--- src/rtl/booth_pkg.sv ---
// Shared types, control codes and decode helpers for the Booth multiplier controller.
package booth_pkg;

  typedef enum logic [2:0] {
    IDLE,
    INIT,
    OP,
    SHIFT,
    DONE
  } state_t;

  typedef enum logic [1:0] {
    OP_NONE,
    OP_ADD,
    OP_SUB
  } op_t;

  // Adder control codes, ordered {ctl_add, ctl_sub, ctl_init}
  localparam logic [2:0] CTL_ADD  = 3'b100;
  localparam logic [2:0] CTL_SUB  = 3'b110;
  localparam logic [2:0] CTL_INIT = 3'b001;
  localparam logic [2:0] CTL_NONE = 3'b000;

  // Radix-2 Booth recoding of the {Q[0], Q_1} pair
  function automatic op_t booth_op(input logic q0, input logic q_1);
    case ({q0, q_1})
      2'b10:   return OP_SUB;
      2'b01:   return OP_ADD;
      default: return OP_NONE;
    endcase
  endfunction

  function automatic logic [2:0] ctl_code(input op_t op);
    case (op)
      OP_ADD:  return CTL_ADD;
      OP_SUB:  return CTL_SUB;
      default: return CTL_NONE;
    endcase
  endfunction

endpackage

--- src/rtl/booth_ctrl_if.sv ---
// Request/result and adder-facing signals of booth_ctrl; slave = controller, master = user + adder.
interface booth_ctrl_if #(
  parameter int unsigned REG_WIDTH = 8
) ();

  localparam int unsigned PROD_W = 2 * REG_WIDTH;

  logic                 start;
  logic [REG_WIDTH-1:0] multiplicand;
  logic [REG_WIDTH-1:0] multiplier;
  logic                 busy;
  logic                 result_valid;
  logic [PROD_W-1:0]    product;
  logic [REG_WIDTH-1:0] add_a;
  logic [REG_WIDTH-1:0] add_b;
  logic [REG_WIDTH-1:0] add_result;
  logic                 ctl_add;
  logic                 ctl_sub;
  logic                 ctl_init;

  modport slave (
    input  start, multiplicand, multiplier, add_result,
    output busy, result_valid, product, add_a, add_b, ctl_add, ctl_sub, ctl_init
  );

  modport master (
    output start, multiplicand, multiplier, add_result,
    input  busy, result_valid, product, add_a, add_b, ctl_add, ctl_sub, ctl_init
  );

endinterface

--- src/rtl/booth_shift_reg.sv ---
// {A, Q, Q_1} working register of the Booth multiplier with load, clear-A and arithmetic shift.
module booth_shift_reg #(
  parameter int unsigned REG_WIDTH = 8
) (
  input  logic                 clk,
  input  logic                 rst,
  input  logic                 load,
  input  logic                 clear_a,
  input  logic                 shift,
  input  logic [REG_WIDTH-1:0] load_q,
  input  logic [REG_WIDTH-1:0] a_new,
  input  logic                 a_sign,
  output logic [REG_WIDTH-1:0] a,
  output logic [REG_WIDTH-1:0] q,
  output logic                 q_1,
  output logic [REG_WIDTH-1:0] a_sh_c,
  output logic [REG_WIDTH-1:0] q_sh_c,
  output logic                 q_1_sh_c
);

  // a_sign is the true sign of the partial sum, which shifts into A's MSB
  assign a_sh_c   = {a_sign, a_new[REG_WIDTH-1:1]};
  assign q_sh_c   = {a_new[0], q[REG_WIDTH-1:1]};
  assign q_1_sh_c = q[0];

  always_ff @(posedge clk) begin
    if (rst) begin
      a   <= '0;
      q   <= '0;
      q_1 <= 1'b0;
    end else if (load) begin
      q   <= load_q;
      q_1 <= 1'b0;
    end else if (clear_a) begin
      a   <= '0;
    end else if (shift) begin
      a   <= a_sh_c;
      q   <= q_sh_c;
      q_1 <= q_1_sh_c;
    end
  end

endmodule

--- src/rtl/booth_ctrl.sv ---
// Booth radix-2 sequential multiplier controller driving an external add/sub unit.
// Optional BOOTH_SKIP_NOP_EN: no-op iterations shift inside OP and skip the SHIFT state.
module booth_ctrl
  import booth_pkg::*;
#(
  parameter int unsigned REG_WIDTH = 8
) (
  input  logic         clk,
  input  logic         rst,
  booth_ctrl_if.slave  bus
);

  localparam int unsigned CNT_W = $clog2(REG_WIDTH + 1);
  localparam int unsigned MSB   = REG_WIDTH - 1;

  state_t                 state;
  op_t                    op_r;
  logic [REG_WIDTH-1:0]   m;
  logic [CNT_W-1:0]       cnt;
  logic [2:0]             ctl;
  logic                   busy_r;
  logic                   valid_r;
  logic [2*REG_WIDTH-1:0] product_r;

  logic [REG_WIDTH-1:0]   a;
  logic [REG_WIDTH-1:0]   q;
  logic                   q_1;
  logic [REG_WIDTH-1:0]   a_sh_c;
  logic [REG_WIDTH-1:0]   q_sh_c;
  logic                   q_1_sh_c;

  op_t                    cur_op_c;
  op_t                    nxt_op_c;
  logic [REG_WIDTH-1:0]   a_new_c;
  logic                   a_sign_c;
  logic                   ovf_c;
  logic                   skip_c;
  logic                   shift_c;
  logic                   load_c;
  logic                   clear_a_c;
  logic                   last_c;

  assign cur_op_c  = booth_op(q[0], q_1);
  assign nxt_op_c  = booth_op(q_sh_c[0], q_1_sh_c);
  assign load_c    = (state == IDLE) && bus.start;
  assign clear_a_c = (state == INIT);
  assign last_c    = (cnt == CNT_W'(1));

`ifdef BOOTH_SKIP_NOP_EN
  assign skip_c = (state == OP) && (cur_op_c == OP_NONE);
`else
  assign skip_c = 1'b0;
`endif

  assign shift_c = (state == SHIFT) || skip_c;

  // Partial-sum select; the sign bit is overflow-corrected so -2^(W-1) operands stay exact
  always_comb begin
    a_new_c  = a;
    a_sign_c = a[MSB];
    ovf_c    = 1'b0;
    if ((state == SHIFT) && (op_r != OP_NONE)) begin
      a_new_c = bus.add_result;
      if (op_r == OP_ADD) begin
        ovf_c = (a[MSB] == m[MSB]) && (bus.add_result[MSB] != a[MSB]);
      end else begin
        ovf_c = (a[MSB] != m[MSB]) && (bus.add_result[MSB] != a[MSB]);
      end
      a_sign_c = bus.add_result[MSB] ^ ovf_c;
    end
  end

  booth_shift_reg #(
    .REG_WIDTH (REG_WIDTH)
  ) u_shift_reg (
    .clk      (clk),
    .rst      (rst),
    .load     (load_c),
    .clear_a  (clear_a_c),
    .shift    (shift_c),
    .load_q   (bus.multiplier),
    .a_new    (a_new_c),
    .a_sign   (a_sign_c),
    .a        (a),
    .q        (q),
    .q_1      (q_1),
    .a_sh_c   (a_sh_c),
    .q_sh_c   (q_sh_c),
    .q_1_sh_c (q_1_sh_c)
  );

  // Sequencer; controls are registered so each code is stable for a whole cycle
  always_ff @(posedge clk) begin
    if (rst) begin
      state     <= IDLE;
      op_r      <= OP_NONE;
      m         <= '0;
      cnt       <= '0;
      ctl       <= CTL_NONE;
      busy_r    <= 1'b0;
      valid_r   <= 1'b0;
      product_r <= '0;
    end else begin
      valid_r <= 1'b0;
      case (state)
        IDLE: begin
          if (bus.start) begin
            m      <= bus.multiplicand;
            cnt    <= CNT_W'(REG_WIDTH);
            ctl    <= CTL_INIT;
            busy_r <= 1'b1;
            state  <= INIT;
          end
        end
        INIT: begin
          ctl   <= ctl_code(cur_op_c);
          state <= OP;
        end
        OP: begin
          op_r <= cur_op_c;
          ctl  <= CTL_NONE;
          if (skip_c) begin
            cnt <= cnt - CNT_W'(1);
            if (last_c) begin
              product_r <= {a_sh_c, q_sh_c};
              valid_r   <= 1'b1;
              state     <= DONE;
            end else begin
              ctl <= ctl_code(nxt_op_c);
            end
          end else begin
            state <= SHIFT;
          end
        end
        SHIFT: begin
          cnt <= cnt - CNT_W'(1);
          if (last_c) begin
            product_r <= {a_sh_c, q_sh_c};
            valid_r   <= 1'b1;
            state     <= DONE;
          end else begin
            ctl   <= ctl_code(nxt_op_c);
            state <= OP;
          end
        end
        DONE: begin
          busy_r <= 1'b0;
          state  <= IDLE;
        end
        default: state <= IDLE;
      endcase
    end
  end

  assign bus.busy         = busy_r;
  assign bus.result_valid = valid_r;
  assign bus.product      = product_r;
  assign bus.add_a        = a;
  assign bus.add_b        = m;
  assign {bus.ctl_add, bus.ctl_sub, bus.ctl_init} = ctl;

endmodule

--- src/flat_wrapper.sv ---
// flat-port wrapper written by rule: the top's interface ports become plain ports
module booth_ctrl_flat import booth_pkg::*;
#(
  parameter int unsigned REG_WIDTH = 8
)
  (clk, rst, bus_start, bus_multiplicand, bus_multiplier, bus_add_result, bus_busy, bus_result_valid, bus_product, bus_add_a, bus_add_b, bus_ctl_add, bus_ctl_sub, bus_ctl_init);
  booth_ctrl_if #(.REG_WIDTH(REG_WIDTH)) bus_i ();
  input  logic clk;
  input  logic rst;
  input wire logic [$bits(bus_i.start)-1:0] bus_start;
  input wire logic [$bits(bus_i.multiplicand)-1:0] bus_multiplicand;
  input wire logic [$bits(bus_i.multiplier)-1:0] bus_multiplier;
  input wire logic [$bits(bus_i.add_result)-1:0] bus_add_result;
  output wire logic [$bits(bus_i.busy)-1:0] bus_busy;
  output wire logic [$bits(bus_i.result_valid)-1:0] bus_result_valid;
  output wire logic [$bits(bus_i.product)-1:0] bus_product;
  output wire logic [$bits(bus_i.add_a)-1:0] bus_add_a;
  output wire logic [$bits(bus_i.add_b)-1:0] bus_add_b;
  output wire logic [$bits(bus_i.ctl_add)-1:0] bus_ctl_add;
  output wire logic [$bits(bus_i.ctl_sub)-1:0] bus_ctl_sub;
  output wire logic [$bits(bus_i.ctl_init)-1:0] bus_ctl_init;
  assign bus_i.start = bus_start;
  assign bus_i.multiplicand = bus_multiplicand;
  assign bus_i.multiplier = bus_multiplier;
  assign bus_i.add_result = bus_add_result;
  assign bus_busy = bus_i.busy;
  assign bus_result_valid = bus_i.result_valid;
  assign bus_product = bus_i.product;
  assign bus_add_a = bus_i.add_a;
  assign bus_add_b = bus_i.add_b;
  assign bus_ctl_add = bus_i.ctl_add;
  assign bus_ctl_sub = bus_i.ctl_sub;
  assign bus_ctl_init = bus_i.ctl_init;
  booth_ctrl #(.REG_WIDTH(REG_WIDTH)) u_core (.clk(clk), .rst(rst), .bus(bus_i));
endmodule
--- config.mk ---
export PLATFORM = sky130hd
export DESIGN_NAME = booth_ctrl_flat
export DESIGN_NICKNAME = d
export VERILOG_FILES = /design/src/rtl/booth_pkg.sv /design/src/rtl/booth_ctrl_if.sv /design/src/rtl/booth_shift_reg.sv /design/src/rtl/booth_ctrl.sv /design/src/flat_wrapper.sv
export SDC_FILE = /design/constraint.sdc
export NUM_CORES = 1
export LEC_CHECK = 0
export CELL_PAD_IN_SITES_DETAIL_PLACEMENT = 1
export CELL_PAD_IN_SITES_GLOBAL_PLACEMENT = 2
export CORE_MARGIN = 2
export CORE_UTILIZATION = 27
export DETAILED_ROUTE_END_ITERATION = 7
export PLACE_DENSITY = 0.84
export SKIP_LAST_GASP = 1
export SYNTH_ARGS = -nofsm -noshare
export SYNTH_HDL_FRONTEND = slang
export SYNTH_SLANG_ARGS = --single-unit
--- constraint.sdc ---
create_clock -name clk -period 2 [get_ports clk]
set_clock_uncertainty 0.05 [all_clocks]
set_input_delay 0.3 -clock clk [delete_from_list [all_inputs] [get_ports clk]]
set_output_delay 0.3 -clock clk [all_outputs]
set_load 0.005 [all_outputs]
* Word level (Yosys, flattened, before mapping)
Index checks and enable logic that the tools add are counted.
** Word-level totals
- Register bits :: 55
- Input port bits :: 27
** Operators by class
- Reductions and logical operators :: 21
- Multiplexer cells :: 23
- Add/subtract/negate cells :: 1
- Bitwise logic cells :: 4
- Equality and inequality tests :: 20
** Operator list (count)
- $mux 8 :: 6
- $pmux 3 s4 :: 2
- $reduce_and 2->1 :: 7
- $pmux 3 s2 :: 2
- $eq 2x1->1 const B :: 5
- $reduce_bool 2->1 :: 5
- $mux 3 :: 3
- $eq 2x2->1 const B :: 4
- $pmux 2 s2 :: 2
- $pmux 4 s2 :: 1
- $eq 3x2->1 const B :: 2
- $mux 1 :: 5
- $eq 4x1->1 const B :: 1
- $logic_and 1x1->1 :: 4
- $mux 4 :: 1
- $ne 2x2->1 const B :: 2
- $reduce_bool 4->1 :: 1
- $reduce_or 2->1 :: 2
- $sub 4x1->4 const B :: 1
- $eq 3x1->1 const B :: 1
- $eq 3x3->1 const B :: 1
- $logic_not 3->1 :: 1
- $not 1->1 :: 3
- $reduce_and 3->1 :: 1
- 5 further kinds :: 6

* Longest topological paths before layout
- Depth after elaboration :: 8
- Mapped depth :: 8
- Gate-level depth less buffers :: 6

* Modules after synthesis
From an unflattened synthesis, not the netlist that was laid out.
** Second synthesis, totals
- Cells, all modules :: 296
- Area total of the unflattened synthesis :: 2680.1 um^2
** Modules (own cells, without submodules)
- booth_ctrl :: seq. area each 760.7 um^2, instances 1, cells an instance 202, area each 1811.7 um^2
- booth_shift_reg :: seq. area each 340.3 um^2, instances 1, cells an instance 94, area each 868.3 um^2

* Least setup slack after synthesis
OpenSTA, ideal clock, no wires.
- Kind :: register -> register
- From :: register u_core.cnt[1]
- To :: register u_core.product_r[15] (netlist: u_core.bus.product[15])
- Setup slack :: 0.467 ns
- Path buffers :: 1
- Arrival time :: 1.379 ns
- Required time :: 1.847 ns
- Cell stages (with the launch flop) :: 8
- Cells stage by stage :: dfxtp_1 inv_1 ha_1 and4bb_1 nand2_1 buf_2 nor2_1 a2111oi_2
** Between the ends
- Word-level cells in the longest chain between the ends :: 2
** RTL lines
- start: declaration :: line booth_ctrl.sv:19 : logic [CNT_W-1:0] cnt;
- start signal: assignment :: line booth_ctrl.sv:109 : cnt <= CNT_W'(REG_WIDTH);
- start signal: assignment :: line booth_ctrl.sv:123 : cnt <= cnt - CNT_W'(1);
- start signal: assignment :: line booth_ctrl.sv:136 : cnt <= cnt - CNT_W'(1);
- $eq 4x1->1 :: line booth_ctrl.sv:47 : assign last_c = (cnt == CNT_W'(1));
- $reduce_and 2->1 (no source line)
- end signal: assignment :: line booth_ctrl.sv:125 : product_r <= {a_sh_c, q_sh_c};
- end signal: assignment :: line booth_ctrl.sv:138 : product_r <= {a_sh_c, q_sh_c};
- end: declaration :: line booth_ctrl.sv:23 : logic [2*REG_WIDTH-1:0] product_r;
No other way between the ends.
A chain may end at the register's enable or synchronous reset.

* Worst setup path after layout
- From :: register u_core.state[1]
- To :: register u_core.product_r[11] (netlist: u_core.bus.product[11])
** Between the ends
- Word-level cells in the longest chain between the ends :: 3
- Elaborated cells on any way between the ends :: 4
- Classes of those cells :: eq/ne (1); mux (1); reduce/logical (2)
** RTL lines
- start: declaration :: line booth_ctrl.sv:16 : state_t state;
- start signal: assignment :: line booth_ctrl.sv:95 : state <= IDLE;
- start signal: assignment :: line booth_ctrl.sv:112 : state <= INIT;
- start signal: assignment :: line booth_ctrl.sv:117 : state <= OP;
- $eq 3x2->1 * :: line booth_ctrl.sv:62, booth_ctrl.sv:105
- $logic_and 1x1->1 :: line booth_ctrl.sv:62 : if ((state == SHIFT) && (op_r != OP_NONE)) begin
- $mux 8 :: line booth_ctrl.sv:62
Mark *: on every way between the ends. The rest lies on a longest branch, timed or not.

==> summary.txt <==
Run status
  – Status: complete, no violations

Routing
  – Drt pass-1 iters: 4
  – 1st-iter DRT viols: between 60 and 70
  – Post-DRT Antenna Nets: 0
  – Avg WL per Cell: ~14 µm
  – DRC Markers: 0
  – Drt total wl: about 6300 µm
  – Via count: just over 2,000
  – Vias per cell: between 4 and 5

Global route
  – Number of global-route vias before repair: around 2,200
  – GRT Overall Usage: 0.137
  – Largest net degree at the start of global routing: 25
  – Global route overflow: 0
  – Initial antenna violation count: 0
  – Global-route wire length before repair: approximately 11,000 µm

Power and ir drop
  – Peak VDD IR: slightly below 0.3 mV
  – Leak: between 1 and 1.5 nW
  – Pwr per Cell Area: 650 mW/mm²
  – Total power: approximately 0.0021 W

Yosys
  – Warnings from Yosys: 0
  – Seq/Total Area, Yosys: 0.471
  – Most common flop cell mapped by yosys: dfxtp_1
  – Async SR Flop Fraction: 0
  – Number of synthesized flops with an enable pin: 0
  – Distinct cells, synth: 37
  – Register bit total from synthesis: 55
  – Synthesized instance count: 271
  – Cell area after synthesis: 0.00234 mm²
  – Syn_area_per_cell: 8.63 µm²
  – Syn_nets: slightly above 300

Final layout
  – Share of layout cells above drive strength 1: 0.0863
  – Nets@finish: approximately 370
  – Number of fill cells in the layout: ~990
  – Diode count: 0
  – Final std cells w/o fill: between 400 and 500
  – Layout area overhead: 36.1%
  – Final instance area: approximately 0.0032 mm²

Timing
  – Fmax: about 0.56 GHz
  – Count of pins over their slew limit: 0
  – Worst Tran Pin Value: ~0.54 ns
  – Final Hold Vio Count: 0
  – # setup viols final: 0
  – RSZ-0062 raised after global routing: no
  – Fin crit share: 0.901
  – Slew HR: 0.638
  – Sum Neg Setup Slack: 0 ns
  – Min Tclk post-route: roughly 1.8 ns

Setup path
  – Reg2Reg Depth: 5
  – CP max stage cell: dfxtp_1
  – Crit Path Max Fanout: 16
  – Worst path cell trace: and4bb_1, and2_1, buf_4, nor2_1, a211oi_2
  – CP arrival: roughly 2.0 ns
  – Critical path required time: 2.18 ns
  – Crit path launch type: flip-flop
  – Max incr delay on CP: roughly 0.57 ns
  – Crit. End Element: flip-flop
  – Setup CP Type: flip-flop to flip-flop

Placement
  – Routability cong.: ~0.80
  – Placed Instance Area: a little over 0.003 mm²
  – HPWL after DPL: ~4700 µm
  – Placed insts: about 430
  – I/O Buffers: between 60 and 70

Clocking
  – CTS root buf: clkbuf_8
  – Clock transition at the registers of the reported paths: 0.10 ns
  – CTS Hold Bufs: 0
  – Setup Buffers After CTS: 0
  – Resize count post-CTS: 0
  – CTS tree: yes
  – Total clock sinks: 55
  – Clock tree buffer depth: 2
  – TritonCTS buffer count: 5
  – Clock Latency Late Sink: about 0.30 ns
  – CTS H-tree lvls: 2

Floorplan
  – I/O pins: 64
  – Die Ht: about 97 µm
  – Core area: approximately 0.0083 mm²
  – Initial core utilization: 0.282
  – Width of the die: between 90 and 100 µm
  – Die area: approximately 0.0094 mm²
  – Site Rows: 33

Flow run
  – Max_cap viols: 0

Worst hold path
  – Hold crit path type: input port to flip-flop
  – Hold path cells: 2
==> path summary, 6_finish.rpt <==
path	startpoint	to	slack [ns]
worst max register to register	u_core.state[1]$_SDFFE_PP0P_	u_core.bus.product[11]$_SDFFE_PP0P_	0.20
worst min register to register	u_core.bus.add_b[1]$_SDFFE_PP0P_	u_core.bus.add_b[1]$_SDFFE_PP0P_	0.41
worst min-delay path	rst	u_core.bus.product[14]$_SDFFE_PP0P_	0.34
worst max-delay path	u_core.state[1]$_SDFFE_PP0P_	u_core.bus.product[11]$_SDFFE_PP0P_	0.20
==> metal layers <==
layer / vias to the layer above / part of all wire / track usage / routed length, µm
li1: 1057 / - / - / -
met1: 972 / 0.46 / 0.170 / 2900
met2: 44 / 0.50 / 0.242 / 3130
met3: 2 / 0.037 / 0.0288 / 232
met4: 0 / 0.0057 / 0.0325 / 36
met5: - / 0 / 0 / 0
==> power by group <==
part	switching [W]	internal [W]	total (W)
Combinational	0.000124	0.000133	0.000257
Clock	0.000356	0.000285	0.000641
Sequential	0.0000372	0.00113	0.00117
==> cells in the final DEF (no fill, tap or decap), types with 2 or more instances in the layout <==
cell type and n:
mux2i_1 11, a211oi_1 5, clkbuf_8 6, a311oi_1 7, nand2_1 58, buf_4 11, o21ai_0 3, nor3_1 4
a211oi_2 6, nor2b_1 2, inv_1 4, o21ai_1 7, dfxtp_1 55, ha_1 6, nand3_1 5, a21oi_1 25
nor2_1 36, clkdlybuf4s50_1 62, nand2b_1 4
==> sequential cells by signal, summed over array words and instances, names as in the netlist <==
| name | count |
|---|---|
| u_core.bus.result_valid | 1 |
| u_core.bus.add_b | 8 |
| u_core.ctl | 3 |
| u_core.bus.product | 16 |
| u_core.bus.busy | 1 |
| u_core.cnt | 4 |
| u_core.u_shift_reg.q_1 | 1 |
| u_core.u_shift_reg.q | 8 |
| u_core.state | 3 |
| u_core.u_shift_reg.a | 8 |
| u_core.op_r | 2 |
==> cell type report <==
class	count	area, µm²	share of cell area
Clock buffer	7	86.3	0.0271
Clock inverter	1	8.76	0.00275
Inverter	4	15.0	0.00472
Multi-Input combinational cell	195	1130	0.355
Sequential cell	55	1100	0.346
Tap cell	105	131	0.0413
Timing Repair Buffer	74	708	0.223
==> kinds of logic after synthesis <==
| kind of cell | count (synthesis) | share of synthesized area |
|---|---|---|
| mux | 11 | 0.0471 |
| xor+xnor | 2 | 0.00749 |
| buf+inv | 21 | 0.0455 |
| fa+ha+maj | 6 | 0.0321 |
| simple gates | 116 | 0.221 |
| compound gates | 60 | 0.176 |
| flops | 55 | 0.471 |
==> per-stage QoR <==
stage	setup WS, ns	utilization	hold slack (ns)
floorplan	0.467	-	0.386
global placement	0.262	0.372	0.398
detailed placement	0.206	0.372	0.402
CTS	0.188	0.383	0.335
global route	0.0794	0.383	0.350
finish	0.199	0.383	0.342
==> critical path, delay by kind of cell, from the launching register on <==
kind	cells	cell delay, ns
AOI/OAI and AO/OA	1	0.19
buffers and inverters	1	0.25
DFF	1	0.57
and+or+nand+nor	3	0.66
==> cell usage after synthesis, types with 5 or more instances <==
cell type / n / area (µm²)
a311oi_1: 7 / 61.3
clkbuf_1: 5 / 18.8
mux2i_1: 11 / 110
nand3_1: 5 / 25.0
nor2_1: 36 / 135
a211oi_1: 5 / 37.5
buf_2: 7 / 35.0
a211oi_2: 6 / 75.1
dfxtp_1: 55 / 1100
a21oi_1: 25 / 125
o21ai_1: 7 / 35.0
ha_1: 6 / 75.1
nand2_1: 58 / 218
No activity file was read; power rests on OpenSTA's default activity.
